**config.mk**
```make
export PLATFORM = sky130hd
export DESIGN_NAME = vector_draw_arbiter
export DESIGN_NICKNAME = d
export VERILOG_FILES = /design/src/rtl/vector_pkg.sv /design/src/rtl/vector_arb_select.sv /design/src/rtl/vector_draw_arbiter.sv
export SDC_FILE = /design/constraint.sdc
export NUM_CORES = 1
export LEC_CHECK = 0
export CORE_UTILIZATION = 25
export CTS_BUF_LIST = sky130_fd_sc_hd__clkbuf_4
export CTS_CLUSTER_SIZE = 14
export DETAILED_ROUTE_END_ITERATION = 8
export GPL_TIMING_DRIVEN = 0
export PLACE_DENSITY = 0.63
export SKIP_LAST_GASP = 1
export SLEW_MARGIN = 5
export SYNTH_ARGS = -nofsm -noshare
export SYNTH_HDL_FRONTEND = slang
export SYNTH_SLANG_ARGS = --single-unit
export TNS_END_PERCENT = 20
```
**constraint.sdc**
```tcl
create_clock -name clk -period 1.9 [get_ports clk]
set_input_delay 0.285 -clock clk [delete_from_list [all_inputs] [get_ports clk]]
set_output_delay 0.285 -clock clk [all_outputs]
set_load 0.005 [all_outputs]
```
**src/rtl/vector_pkg.sv**
```systemverilog
// Shared constants and FSM state type for the vector draw arbiter.
// VECTOR_ARB_FIXED_PRIO_EN (in vector_arb_select) switches round-robin to fixed priority.
package vector_pkg;

    localparam int COORD_W          = 8;
    localparam int ARB_BUSY_TIMEOUT = 3;

    typedef enum logic [1:0] {
        IDLE,
        LAUNCH,
        WAIT_BUSY,
        WAIT_DONE
    } arb_state_t;

endpackage

```
**src/rtl/vector_arb_select.sv**
```systemverilog
// Combinational winner selection among segment requesters.
// VECTOR_ARB_FIXED_PRIO_EN defined: lowest index wins; otherwise round-robin after pointer.
module vector_arb_select #(
    parameter  int N_REQ = 2,
    localparam int IDX_W = $clog2(N_REQ)
) (
    input  logic [N_REQ-1:0] req,
    input  logic [IDX_W-1:0] pointer,
    output logic [IDX_W-1:0] winner,
    output logic             valid
);

    logic [IDX_W-1:0] cand;

`ifdef VECTOR_ARB_FIXED_PRIO_EN
    logic unused_pointer;
    assign unused_pointer = ^pointer;

    always_comb begin
        // NOTE: every always_comb output gets a default first so no path leaves it unassigned (no latch).
        winner = '0;
        valid  = 1'b0;
        cand   = '0;
        // Walk downward so the lowest requesting index is written last and wins.
        for (int i = N_REQ - 1; i >= 0; i--) begin
            cand = IDX_W'(i);
            if (req[cand]) begin
                winner = cand;
                valid  = 1'b1;
            end
        end
    end
`else
    always_comb begin
        // NOTE: every always_comb output gets a default first so no path leaves it unassigned (no latch).
        winner = '0;
        valid  = 1'b0;
        cand   = '0;
        // Farthest candidate first, so the one right after pointer overrides everything else.
        for (int i = N_REQ; i >= 1; i--) begin
            cand = IDX_W'((int'(pointer) + i) % N_REQ);
            if (req[cand]) begin
                winner = cand;
                valid  = 1'b1;
            end
        end
    end
`endif

endmodule

```
**src/rtl/vector_draw_arbiter.sv**
```systemverilog
// Arbitrates segment requesters onto one line drawer with a go/ack handshake.
// Policy macro VECTOR_ARB_FIXED_PRIO_EN is resolved inside vector_arb_select.
module vector_draw_arbiter
    import vector_pkg::*;
#(
    parameter  int OUT_WIDTH = COORD_W,
    parameter  int N_REQ     = 2,
    localparam int IDX_W     = $clog2(N_REQ)
) (
    input  logic                       clk,
    input  logic                       rst,
    input  logic [N_REQ-1:0]           req,
    input  logic [N_REQ*OUT_WIDTH-1:0] i_start_x,
    input  logic [N_REQ*OUT_WIDTH-1:0] i_start_y,
    input  logic [N_REQ*OUT_WIDTH-1:0] i_end_x,
    input  logic [N_REQ*OUT_WIDTH-1:0] i_end_y,
    output logic [N_REQ-1:0]           ack,
    input  logic                       busy,
    output logic                       go,
    output logic [OUT_WIDTH-1:0]       o_start_x,
    output logic [OUT_WIDTH-1:0]       o_start_y,
    output logic [OUT_WIDTH-1:0]       o_end_x,
    output logic [OUT_WIDTH-1:0]       o_end_y,
    output logic [IDX_W-1:0]           owner
);

    localparam int CNT_W = $clog2(ARB_BUSY_TIMEOUT);

    arb_state_t       state;
    logic [CNT_W-1:0] wait_cnt;
    logic [IDX_W-1:0] sel_winner;
    logic             sel_valid;
    logic [OUT_WIDTH-1:0] sel_sx, sel_sy, sel_ex, sel_ey;

    vector_arb_select #(
        .N_REQ(N_REQ)
    ) u_select (
        .req    (req),
        .pointer(owner),
        .winner (sel_winner),
        .valid  (sel_valid)
    );

    always_comb begin
        sel_sx = i_start_x[int'(sel_winner)*OUT_WIDTH +: OUT_WIDTH];
        sel_sy = i_start_y[int'(sel_winner)*OUT_WIDTH +: OUT_WIDTH];
        sel_ex = i_end_x[int'(sel_winner)*OUT_WIDTH +: OUT_WIDTH];
        sel_ey = i_end_y[int'(sel_winner)*OUT_WIDTH +: OUT_WIDTH];
    end

    // NOTE: sequential state uses non-blocking assignments so all registers update from pre-edge values.
    always_ff @(posedge clk) begin
        if (rst) begin
            state     <= IDLE;
            wait_cnt  <= '0;
            go        <= 1'b0;
            ack       <= '0;
            o_start_x <= '0;
            o_start_y <= '0;
            o_end_x   <= '0;
            o_end_y   <= '0;
            owner     <= IDX_W'(N_REQ - 1);
        end else begin
            go  <= 1'b0;
            ack <= '0;
            case (state)
                IDLE: begin
                    // A busy drawer, ours or not, blocks any new grant.
                    if (!busy && sel_valid) begin
                        o_start_x       <= sel_sx;
                        o_start_y       <= sel_sy;
                        o_end_x         <= sel_ex;
                        o_end_y         <= sel_ey;
                        owner           <= sel_winner;
                        go              <= 1'b1;
                        ack[sel_winner] <= 1'b1;
                        state           <= LAUNCH;
                    end
                end
                LAUNCH: begin
                    wait_cnt <= '0;
                    state    <= WAIT_BUSY;
                end
                WAIT_BUSY: begin
                    // Drawer never raised busy in time: treat the segment as empty or rejected.
                    if (busy) begin
                        state <= WAIT_DONE;
                    end else if (wait_cnt == CNT_W'(ARB_BUSY_TIMEOUT - 2)) begin
                        state <= IDLE;
                    end else begin
                        wait_cnt <= wait_cnt + 1'b1;
                    end
                end
                WAIT_DONE: begin
                    if (!busy) begin
                        state <= IDLE;
                    end
                end
                default: state <= IDLE;
            endcase
        end
    end

endmodule
```
**Yosys cells after proc, flatten, opt, wreduce, memory -nomap -nowiden**

Cells that the tools add are included.

- Output and inout bits: 36
- Bits in read-only memories: 0
- Register bits: 40
- Logic and storage cells: 60
- Memories kept: 0
- Bits in latches: 0
- Memory bits (writable): 0
- Input port bits: 69

- Shifts and indexed selects: 4
- Eq/ne operators: 9
- Reduce and logical (&&, ||, !) cells: 10
- $lt $le $gt $ge: 4
- Divide/modulo/power cells: 0
- Multiply operators: 0
- Bitwise logic cells: 2
- Add/subtract/negate cells: 3
- Multiplexer cells: 19

Operators by type and width:

| cell | number |
|---|---|
| $shiftx A16 B5 Y8 | 4 |
| $mux W2 | 6 |
| $mux W1 | 10 |
| $ne A2 B2 Y1 const B | 4 |
| $pmux W2 S4 | 1 |
| $lt A1 B2 Y1 const B | 3 |
| $reduce_and A3 Y1 | 2 |
| $eq A2 B1 Y1 const B | 2 |
| $eq A2 B2 Y1 const B | 2 |
| $pmux W2 S2 | 1 |
| $ne A3 B3 Y1 const B | 1 |
| $reduce_or A3 Y1 | 1 |
| $add A1 B1 Y1 const B | 2 |
| $add A2 B1 Y2 const B | 1 |
| $logic_and A1 B1 Y1 | 2 |
| $logic_not A2 Y1 | 1 |
| $not A1 Y1 | 2 |
| $reduce_and A2 Y1 | 1 |
| $reduce_bool A2 Y1 | 1 |
| $reduce_or A2 Y1 | 1 |
| $demux W1 S1 | 1 |
| $ge A1 B1 Y1 const B | 1 |
| $logic_not A1 Y1 | 1 |

**Logic depth before layout (Yosys ltp)**

Gate-level depths: netlist of run 1.

- Depth in word-level cells: 9
- Depth in mapped cells: 5
- Depth with buffers taken out: 5

**Modules after synthesis**

From an unflattened synthesis of run 1, not the netlist that was laid out.

- Cells, all modules: 144
- Area total of the unflattened synthesis: 1,662.8 um2

Modules (own cells, without submodules):

| module | cells an instance | seq. area each (um2) | area an instance (um2) | instances |
|---|---|---|---|---|
| vector_draw_arbiter | 142 | 800.8 | 1,649.1 | 1 |
| vector_arb_select | 2 | 0.0 | 13.8 | 1 |

**Worst setup path before layout of run 1**

Ideal clock, no wire load.

- Path type: register to register
- From: register wait_cnt[1]
- To: register wait_cnt[0]
- Period minus slack after synthesis: 1.176 ns
- Data arrival time: 1.055 ns
- Setup time: 0.122 ns
- Cell stages (with the launch flop): 6
- Slack: 0.724 ns
- Cells stage by stage: dfxtp_1 inv_1 ha_1 or3b_1 nand3b_1 a21oi_1

- Word-level cells in the longest chain between the ends: 3

RTL lines:

| what | line | source |
|---|---|---|
| start, declared | vector_draw_arbiter.sv:30 | `logic [CNT_W-1:0] wait_cnt;` |
| start signal, assigned | vector_draw_arbiter.sv:91 | `wait_cnt <= wait_cnt + 1'b1;` |
| $eq A2 B1 Y1 | vector_draw_arbiter.sv:88 | `end else if (wait_cnt == CNT_W'(ARB_BUSY_TIMEOUT - 2)) begin` |
| $ne A2 B2 Y1 (no source line) | -- |  |
| $reduce_and A3 Y1 (no source line) | -- |  |

No other way between the ends.
A chain may end at the register's enable or synchronous reset.

**Worst setup path in the final report of run 1**

- From: register owner
- To: output owner

RTL lines:

| what | line | source |
|---|---|---|
| start, declared | vector_draw_arbiter.sv:24 | `output logic [IDX_W-1:0] owner` |
| start signal, assigned | vector_draw_arbiter.sv:62 | `owner <= IDX_W'(N_REQ - 1);` |
| start signal, assigned | vector_draw_arbiter.sv:74 | `owner <= sel_winner;` |

No word-level cell between the ends.

==> flow_metrics.py, run 1 <==
metrics = {
    "outcome": {
        "status": "completed",
    },
    "clock_tree": {
        "clk_latency_ps": 340,
        "cts_made_buffers": 5,
        "cts_resized": 0,
        "h-tree-depth": 2,
        "clock_path_buffers": 2,
        "cts_tree": "built",
        "clock_sink_count": 40,
        "postCtsSetupRepairBufs": 0,
        "ctsHoldBuffers": 0,
        "cts_root_buffer": "clkbuf_4",
        "cts.reportedPaths.clkPinSlew_ps": 130,
    },
    "detailed_routing": {
        "drc": 0,
        "wirelength_um": 4403,
        "wire_per_inst_um": 13.18,
        "ant_nets": 0,
        "avgViaCountPerCell": 4.509,
        "vias": 1506,
        "firstDrtPassIters": 3,
        "dr.first_iter.drc_count": 27,
    },
    "layout": {
        "drive_gt1_share_pct": 9.449,
        "stdcell_area_um2": 2940,
        "nFillCells": 658,
        "diodes": 0,
        "area_growth_pct": 68.70,
        "fin_nets": 323,
    },
    "critical_path": {
        "cp.required_ps": 1620,
        "cp_top_family": "buffers and inverters",
        "crit_buf_inv": 1,
        "worstSetupPathType": "reg -> out",
        "startpoint_type": "flip-flop",
        "end_kind": "primary output",
        "cp_max_fo": 3,
        "critical_path.cell_chain": "clkdlybuf4s50_1",
        "worstPathArrival_ps": 1250,
        "cpPeakStageDelay_ps": 510,
        "r2r_cells": 5,
        "cpMaxStageDelayCell": "clkdlybuf4s50_1",
        "worstSetupPathDepth": 1,
    },
    "synth": {
        "synth_edf_count": 0,
        "synth.distinct_cells": 25,
        "synth_area_um2": 1743,
        "syn_inst": 142,
        "synth-seq-area-share_pct": 45.94,
        "ys.flop_type": "dfxtp_1",
        "async_reset_ff_share_pct": 0,
        "synth_common_cells": "40 x dfxtp_1, 32 x mux2i_1, 30 x o2bb2ai_1",
        "synthTopCellsByArea": "dfxtp_1 46%, mux2i_1 18%, o2bb2ai_1 15%",
        "synth_top_cell_by_area": "dfxtp_1",
        "yosysMostFrequentCell": "dfxtp_1",
        "synth_seq_cells": 40,
        "synth_fp_nets": 212,
        "yosys_warnings": 0,
        "syn_area_per_cell_um2": 12.27,
        "synth.top_cell.area_share_pct": 45.94,
    },
    "floorplanning": {
        "start_util_pct": 25.80,
        "die_w_um": 85.50,
        "fp.coreArea_um2": 6756,
        "rows": 30,
        "ios": 105,
        "die_h_um": 85.50,
        "die-area_um2": 7309,
    },
    "power_and_ir_drop": {
        "powerDensity_nw_per_um2": 632.9,
        "netSwitchingFraction_pct": 26.00,
        "power_frac_comb_pct": 26.8,
        "p_sw_mw": 0.4838,
        "leakagePower_nw": 1.080,
        "internal_power_mw": 1.377,
        "p_seq_share_pct": 50.5,
        "ir_drop_v": 0.0002935,
        "clockPowerShare_pct": 22.7,
    },
    "place": {
        "dp_hpwl_um": 3277,
        "placed_area_um2": 2884,
        "port_buffers": 104,
        "place.gp.congestion": 0.6884,
    },
    "grt": {
        "antenna_found_initial": 0,
        "first_global_vias": 1508,
        "grt_use_met2_pct": 21.16,
        "use_met1_pct": 14.58,
        "grt_util_met3_pct": 4.139,
        "grt_most_used_layer": "met2",
        "grt_use_total_pct": 12.31,
        "grt-ovfl-total": 0,
        "grt_max_degree": 14,
        "grt_pass1_wl_um": 7113,
    },
    "timing": {
        "drv_slew": 0,
        "tns_ps": 0,
        "worst_slew_pin_slew_ps": 288.7,
        "finalCritPeriodShare_pct": 80.56,
        "slew_headroom_pct": 80.70,
        "worst_clock_skew_ps": 15.90,
        "min_period_ps": 1531,
        "setup_viol": 0,
        "fmax_mhz": 653.3,
        "hold_viol": 0,
        "rsz0062_at_grt": "false",
    },
    "min_path": {
        "worst_hold_path_type": "reg -> reg",
        "hold_path_depth": 1,
    },
    "job": {
        "drv_cap": 0,
    },
}
[through the flow]
stage                     utilization, %  setup WS, ps  power [mW]  cells  hold WS (ps)
after floorplan                        -         723.9       1.164    142         354.1
after global placement             42.69         135.7       1.461    326         443.6
after detailed placement           42.69         129.7       1.465    326         445.6
after CTS                          43.52         347.7       1.899    334         478.6
after global routing               43.52         302.7       1.979    334         486.7
final                              43.52         369.3       1.861    334         473.5
[registers in the layout (all words and copies together), names as in the netlist]
signal,count
ack,2
wait_cnt,2
state,2
o_start_y,8
o_start_x,8
go,1
owner,1
o_end_y,8
o_end_x,8
[logic make-up after synthesis]
logic type / share of synthesized area, %
AO/OA/AOI/OAI: 21.61
flip-flops: 45.94
multiplexers: 18.38
AND/OR/NAND/NOR: 5.814
buffers and inverters: 7.537
adder cells (fa/ha/maj): 0.7178
[final timing paths]
path	startpoint	end	slack (ps)
hold / removal	o_start_y[4]	o_start_y[4]	470
setup reg to reg	wait_cnt[1]	wait_cnt[0]	580
setup / recovery	owner	owner	370
hold reg to reg	o_start_y[4]	o_start_y[4]	470
[metal layers]
layer | vias to the layer above | wire, um
li1 | 759 | -
met1 | 692 | 1906
met2 | 53 | 2146
met3 | 2 | 325
met4 | 0 | 24
met5 | - | 0
[cell usage in the layout, fill, tap and decap left out, drive strengths merged, types with 2 or more instances in the layout]
cell type,netlist,routed
nand3b,3,3
clkdlybuf4s50,0,104
mux2i,32,32
buf,10,10
a21oi,3,3
o21ai,2,2
nor4,2,2
and2,2,2
clkinv,0,3
clkbuf,0,5
o2bb2ai,32,32
dfxtp,40,40
inv,3,3
nor2,5,5
[cell type report]
cell class | instances | area [um2] | area share (%)
Inverter | 3 | 11.26 | 0.3830
Buffer | 10 | 120.1 | 4.085
Clock buffer | 5 | 37.54 | 1.277
Clock inverter | 3 | 18.77 | 0.6383
Multi-Input combinational cell | 89 | 810.8 | 27.57
Sequential cell | 40 | 800.8 | 27.23
Timing Repair Buffer | 104 | 1041 | 35.40
Tap cell | 80 | 100.1 | 3.404
[power groups by stage]
| stage | logic [mW] | registers, mW | clock network, mW |
|---|---|---|---|
| 2_1_floorplan | 0.203 | 0.961 | 0 |
| 3_3_place_gp | 0.504 | 0.956 | 0 |
| 6_report | 0.500 | 0.939 | 0.422 |
| 5_1_grt | 0.539 | 0.948 | 0.492 |
| 3_5_place_dp | 0.508 | 0.957 | 0 |
| 4_1_cts | 0.510 | 0.940 | 0.450 |
(Power assumes the default switching activity.)
==> inputs of run 2 (changes only) <==
clock period = 1.45 ns   (was 1.9 ns; I/O delays follow)
==> run 2 against run 1 <==
Net effect: combinational power up 30%; critical path depth did not move; sequential share of layout area is 0.17 points higher; flip-flop and latch count stayed put; register-to-register slack worse by 450 ps.
==> flow_metrics.py, run 2 (synthesis gave the netlist of run 1 again) <==
metrics = {
    "outcome": {
        "status": "completed",
    },
    "grt": {
        "grt_max_degree": 14,
        "grt_use_total_pct": 12.31,
        "antenna_found_initial": 0,
        "grt_pass1_wl_um": 7113,
        "grt-ovfl-total": 0,
        "first_global_vias": 1508,
    },
    "clock_tree": {
        "cts_made_buffers": 5,
        "clk_latency_ps": 340,
        "cts.reportedPaths.clkPinSlew_ps": 130,
        "h-tree-depth": 2,
        "cts_tree": "built",
        "clock_path_buffers": 2,
        "clock_sink_count": 40,
        "postCtsSetupRepairBufs": 0,
        "cts_root_buffer": "clkbuf_4",
    },
    "detailed_routing": {
        "avgViaCountPerCell": 4.518,
        "wire_per_inst_um": 13.24,
        "firstDrtPassIters": 3,
        "dr.first_iter.drc_count": 29,
        "wirelength_um": 4421,
        "ant_nets": 0,
        "drc": 0,
        "vias": 1509,
    },
    "place": {
        "post-place-ws_ps": -252.8,
        "port_buffers": 104,
        "dp_hpwl_um": 3277,
        "dpl.cell_count": 326,
        "place.gp.congestion": 0.6884,
    },
    "layout": {
        "diodes": 0,
        "area_growth_pct": 70.28,
        "final_common_cell": "clkdlybuf4s50_1",
        "drive_gt1_share_pct": 13.39,
        "fin_nets": 323,
        "final_cell_mix": "98 x clkdlybuf4s50_1, 32 x mux2i_1, 30 x o2bb2ai_1, 30 x dfxtp_1, 10 x dfxtp_2",
        "nFillCells": 652,
        "stdcell_count": 334,
    },
    "timing": {
        "drv_slew": 0,
        "fmax_mhz": 703.8,
        "finalCritPeriodShare_pct": 97.99,
        "worst_clock_skew_ps": 15.90,
        "slew_headroom_pct": 80.70,
        "rsz0062_at_grt": "true",
        "hold_viol": 0,
        "setup_viol": 0,
        "min_period_ps": 1421,
        "setup_slack_ps": 29.14,
        "worst_slew_pin_slew_ps": 288.6,
    },
    "min_path": {
        "worst_hold_path_type": "reg -> reg",
        "hold_path_depth": 1,
    },
    "power_and_ir_drop": {
        "powerDensity_nw_per_um2": 821.8,
        "ir_drop_v": 0.0003846,
        "leakagePower_nw": 1.170,
        "finalPower_mw": 2.439,
    },
    "floorplanning": {
        "start_util_pct": 25.80,
        "ios": 105,
        "rows": 30,
        "die_h_um": 85.50,
        "fp.coreArea_um2": 6756,
        "die_w_um": 85.50,
        "die-area_um2": 7309,
    },
    "critical_path": {
        "cpMaxStageDelayCell": "clkdlybuf4s50_1",
        "end_kind": "primary output",
        "cp.required_ps": 1230,
        "worstPathArrival_ps": 1200,
        "startpoint_type": "flip-flop",
        "cp_max_fo": 2,
        "critical_path.cell_chain": "clkdlybuf4s50_1",
        "cp_top_family": "buffers and inverters",
        "worstSetupPathType": "reg -> out",
        "worstSetupPathDepth": 1,
        "cpPeakStageDelay_ps": 510,
        "crit_buf_inv": 1,
        "r2r_cells": 5,
    },
    "job": {
        "drv_cap": 0,
    },
}
-- run 2: cell types whose count changed in the layout (fill, tap and decap cells not counted) --
cell / delta
clkdlybuf4s50_1: -6
dfxtp_1: -10
dfxtp_2: +10
dlymetal6s2s_1: +6
-- run 2: final timing paths --
path | from | endpoint | slack (ps)
max | o_start_x[4] | o_start_x[4] | 30
min reg2reg | o_start_x[6] | o_start_x[6] | 460
max reg2reg | wait_cnt[1] | wait_cnt[0] | 130
min | o_start_x[6] | o_start_x[6] | 460
-- run 2: stage by stage --
stage | hold WS [ps] | TNS [ps] | util [%] | instance area [um2]
2_1_floorplan | 286.6 | 0 | - | 1743
3_3_place_gp | 443.6 | -7193 | 42.69 | 2884
3_5_place_dp | 445.6 | -7555 | 42.69 | 2884
4_1_cts | 478.6 | -60.20 | 43.54 | 2942
5_1_grt | 460.8 | -677.2 | 43.93 | 2968
6_report | 464.8 | 0 | 43.93 | 2968
-- run 2: routing by layer --
| layer | routed length (um) | GRT usage [%] |
|---|---|---|
| met1 | 1915 | 14.58 |
| met3 | 325 | 4.139 |
| met4 | 24 | 3.636 |
| met5 | 0 | 0 |
| met2 | 2156 | 21.16 |
-- run 2: timing repair --
item	in CTS	in global routing
endpoints found under the setup margin	7	33
hold buffers	0	0
resized for setup	1	15
-- run 2: layout make-up --
cell class,count,area [um2],area share [%]
multi-input combinational,89,810.8,27.32
clock buffer,5,37.54,1.265
sequential,40,813.3,27.40
buffer,10,120.1,4.047
timing repair buffer,104,1056,35.58
inverter,3,11.26,0.3794
clock inverter,3,18.77,0.6324
tap,80,100.1,3.373
-- run 2: power by group --
| part | switching, mW | leakage, nW | internal, mW |
|---|---|---|---|
| registers | 0.0488 | 0.331 | 1.19 |
| logic | 0.219 | 0.804 | 0.433 |
| clock network | 0.366 | 0.0349 | 0.187 |
==> inputs of run 3 (changes only) <==
CORE_ASPECT_RATIO = 1.4   (was unset)
CTS_CLUSTER_SIZE = 28   (was 14)
==> run 3 against run 2 <==
Net effect: worst setup slack worse by 2.6 ps; critical path depth unchanged; combinational power about the same; flip-flop and latch count is the same; highest routed layer unchanged.
==> flow_metrics.py, run 3 (synthesis gave the netlist of run 1 again) <==
metrics = {
    "outcome": {
        "status": "completed",
    },
    "place": {
        "dpl.cell_count": 338,
        "port_buffers": 104,
        "placed_area_um2": 2899,
        "place.gp.congestion": 0.6560,
        "dp_hpwl_um": 3398,
    },
    "critical_path": {
        "end_kind": "primary output",
        "worstSetupPathType": "reg -> out",
        "critical_path.cell_chain": "clkdlybuf4s50_1",
        "cp_max_fo": 2,
        "cpMaxStageDelayCell": "clkdlybuf4s50_1",
        "cp_top_family": "buffers and inverters",
        "cpPeakStageDelay_ps": 510,
        "startpoint_type": "flip-flop",
        "worstPathArrival_ps": 1210,
        "crit_buf_inv": 1,
        "cp.required_ps": 1230,
    },
    "layout": {
        "diodes": 0,
        "drive_gt1_share_pct": 11.81,
        "final_cell_mix": "98 x clkdlybuf4s50_1, 33 x dfxtp_1, 32 x mux2i_1",
        "stdcell_area_um2": 2979,
        "area_growth_pct": 70.93,
        "stdcell_count": 346,
        "final_common_cell": "clkdlybuf4s50_1",
        "fin_nets": 323,
    },
    "grt": {
        "first_global_vias": 1526,
        "grt_pass1_wl_um": 7307,
        "grt_use_total_pct": 12.87,
        "antenna_found_initial": 0,
        "grt_max_degree": 13,
        "grt-ovfl-total": 0,
    },
    "timing": {
        "worst_clock_skew_ps": 9.151,
        "drv_slew": 0,
        "slew_headroom_pct": 81.86,
        "min_period_ps": 1423,
        "fmax_mhz": 702.5,
        "hold_viol": 0,
        "finalCritPeriodShare_pct": 98.17,
        "tns_ps": 0,
        "rsz0062_at_grt": "true",
        "worst_slew_pin_slew_ps": 271.5,
        "setup_viol": 0,
    },
    "detailed_routing": {
        "dr.first_iter.drc_count": 43,
        "wire_per_inst_um": 12.94,
        "ant_nets": 0,
        "avgViaCountPerCell": 4.379,
        "vias": 1515,
        "wirelength_um": 4477,
        "drc": 0,
        "firstDrtPassIters": 4,
    },
    "floorplanning": {
        "fp.coreArea_um2": 6656,
        "die_w_um": 72.57,
        "ios": 105,
        "rows": 35,
        "die_h_um": 100.8,
        "start_util_pct": 26.18,
        "die-area_um2": 7314,
    },
    "power_and_ir_drop": {
        "clockPowerShare_pct": 23.5,
        "p_seq_share_pct": 50.2,
        "powerDensity_nw_per_um2": 824.8,
        "internal_power_mw": 1.821,
        "netSwitchingFraction_pct": 25.89,
        "leakagePower_nw": 1.163,
        "p_sw_mw": 0.6361,
        "power_frac_comb_pct": 26.4,
        "ir_drop_v": 0.0004586,
    },
    "job": {
        "drv_cap": 0,
    },
    "min_path": {
        "worst_hold_path_type": "reg -> reg",
    },
    "clock_tree": {
        "clk_latency_ps": 340,
        "postCtsSetupRepairBufs": 0,
        "cts_tree": "built",
        "cts_root_buffer": "clkbuf_4",
        "clock_sink_count": 40,
        "ctsHoldBuffers": 0,
        "cts.reportedPaths.clkPinSlew_ps": 130,
        "clock_path_buffers": 2,
        "cts_resized": 2,
        "h-tree-depth": 2,
        "cts_made_buffers": 5,
    },
}
## run 3: per-layer routing
metal | GRT usage (%) | share of wire, % | up-vias
met1 | 14.06 | 42 | 692
li1 | - | - | 761
met2 | 23.80 | 50 | 56
met4 | 4.072 | 1.2 | 0
met5 | 0 | 0 | -
met3 | 3.300 | 6.7 | 6
## run 3: area by class of cell
cell class,instances,area (um2)
buffer,10,120.1
clock buffer,6,45.04
clock inverter,2,11.26
fill,662,3677
inverter,3,11.26
multi-input combinational,89,810.8
sequential,40,809.5
tap,92,115.1
timing repair buffer,104,1056
## run 3: power groups by stage
stage	Combinational, mW	Clock [mW]	Sequential, mW
6_report	0.648	0.577	1.23
4_1_cts	0.669	0.613	1.23
5_1_grt	0.702	0.667	1.25
2_1_floorplan	0.267	0	1.26
3_3_place_gp	0.661	0	1.25
3_5_place_dp	0.667	0	1.25
## run 3: metrics by stage
step / worst slack (ps) / util, % / total power, mW / hold WS (ps)
2_1_floorplan: 273.9 / - / 1.526 / 286.6
3_3_place_gp: -265.1 / 43.55 / 1.915 / 444.2
3_5_place_dp: -260.9 / 43.55 / 1.920 / 446.9
4_1_cts: -16.23 / 44.44 / 2.514 / 472.9
5_1_grt: -41.89 / 44.76 / 2.615 / 472.7
6_report: 26.51 / 44.76 / 2.457 / 464.1
## run 3: final timing paths
kind | startpoint | to | slack [ps] | cells past startpoint
min reg2reg | o_start_x[0] | o_start_x[0] | 460 | 1
max reg2reg | owner | o_end_y[2] | 180 | 5
min | o_start_x[0] | o_start_x[0] | 460 | 1
max | o_end_y[7] | o_end_y[7] | 30 | 1
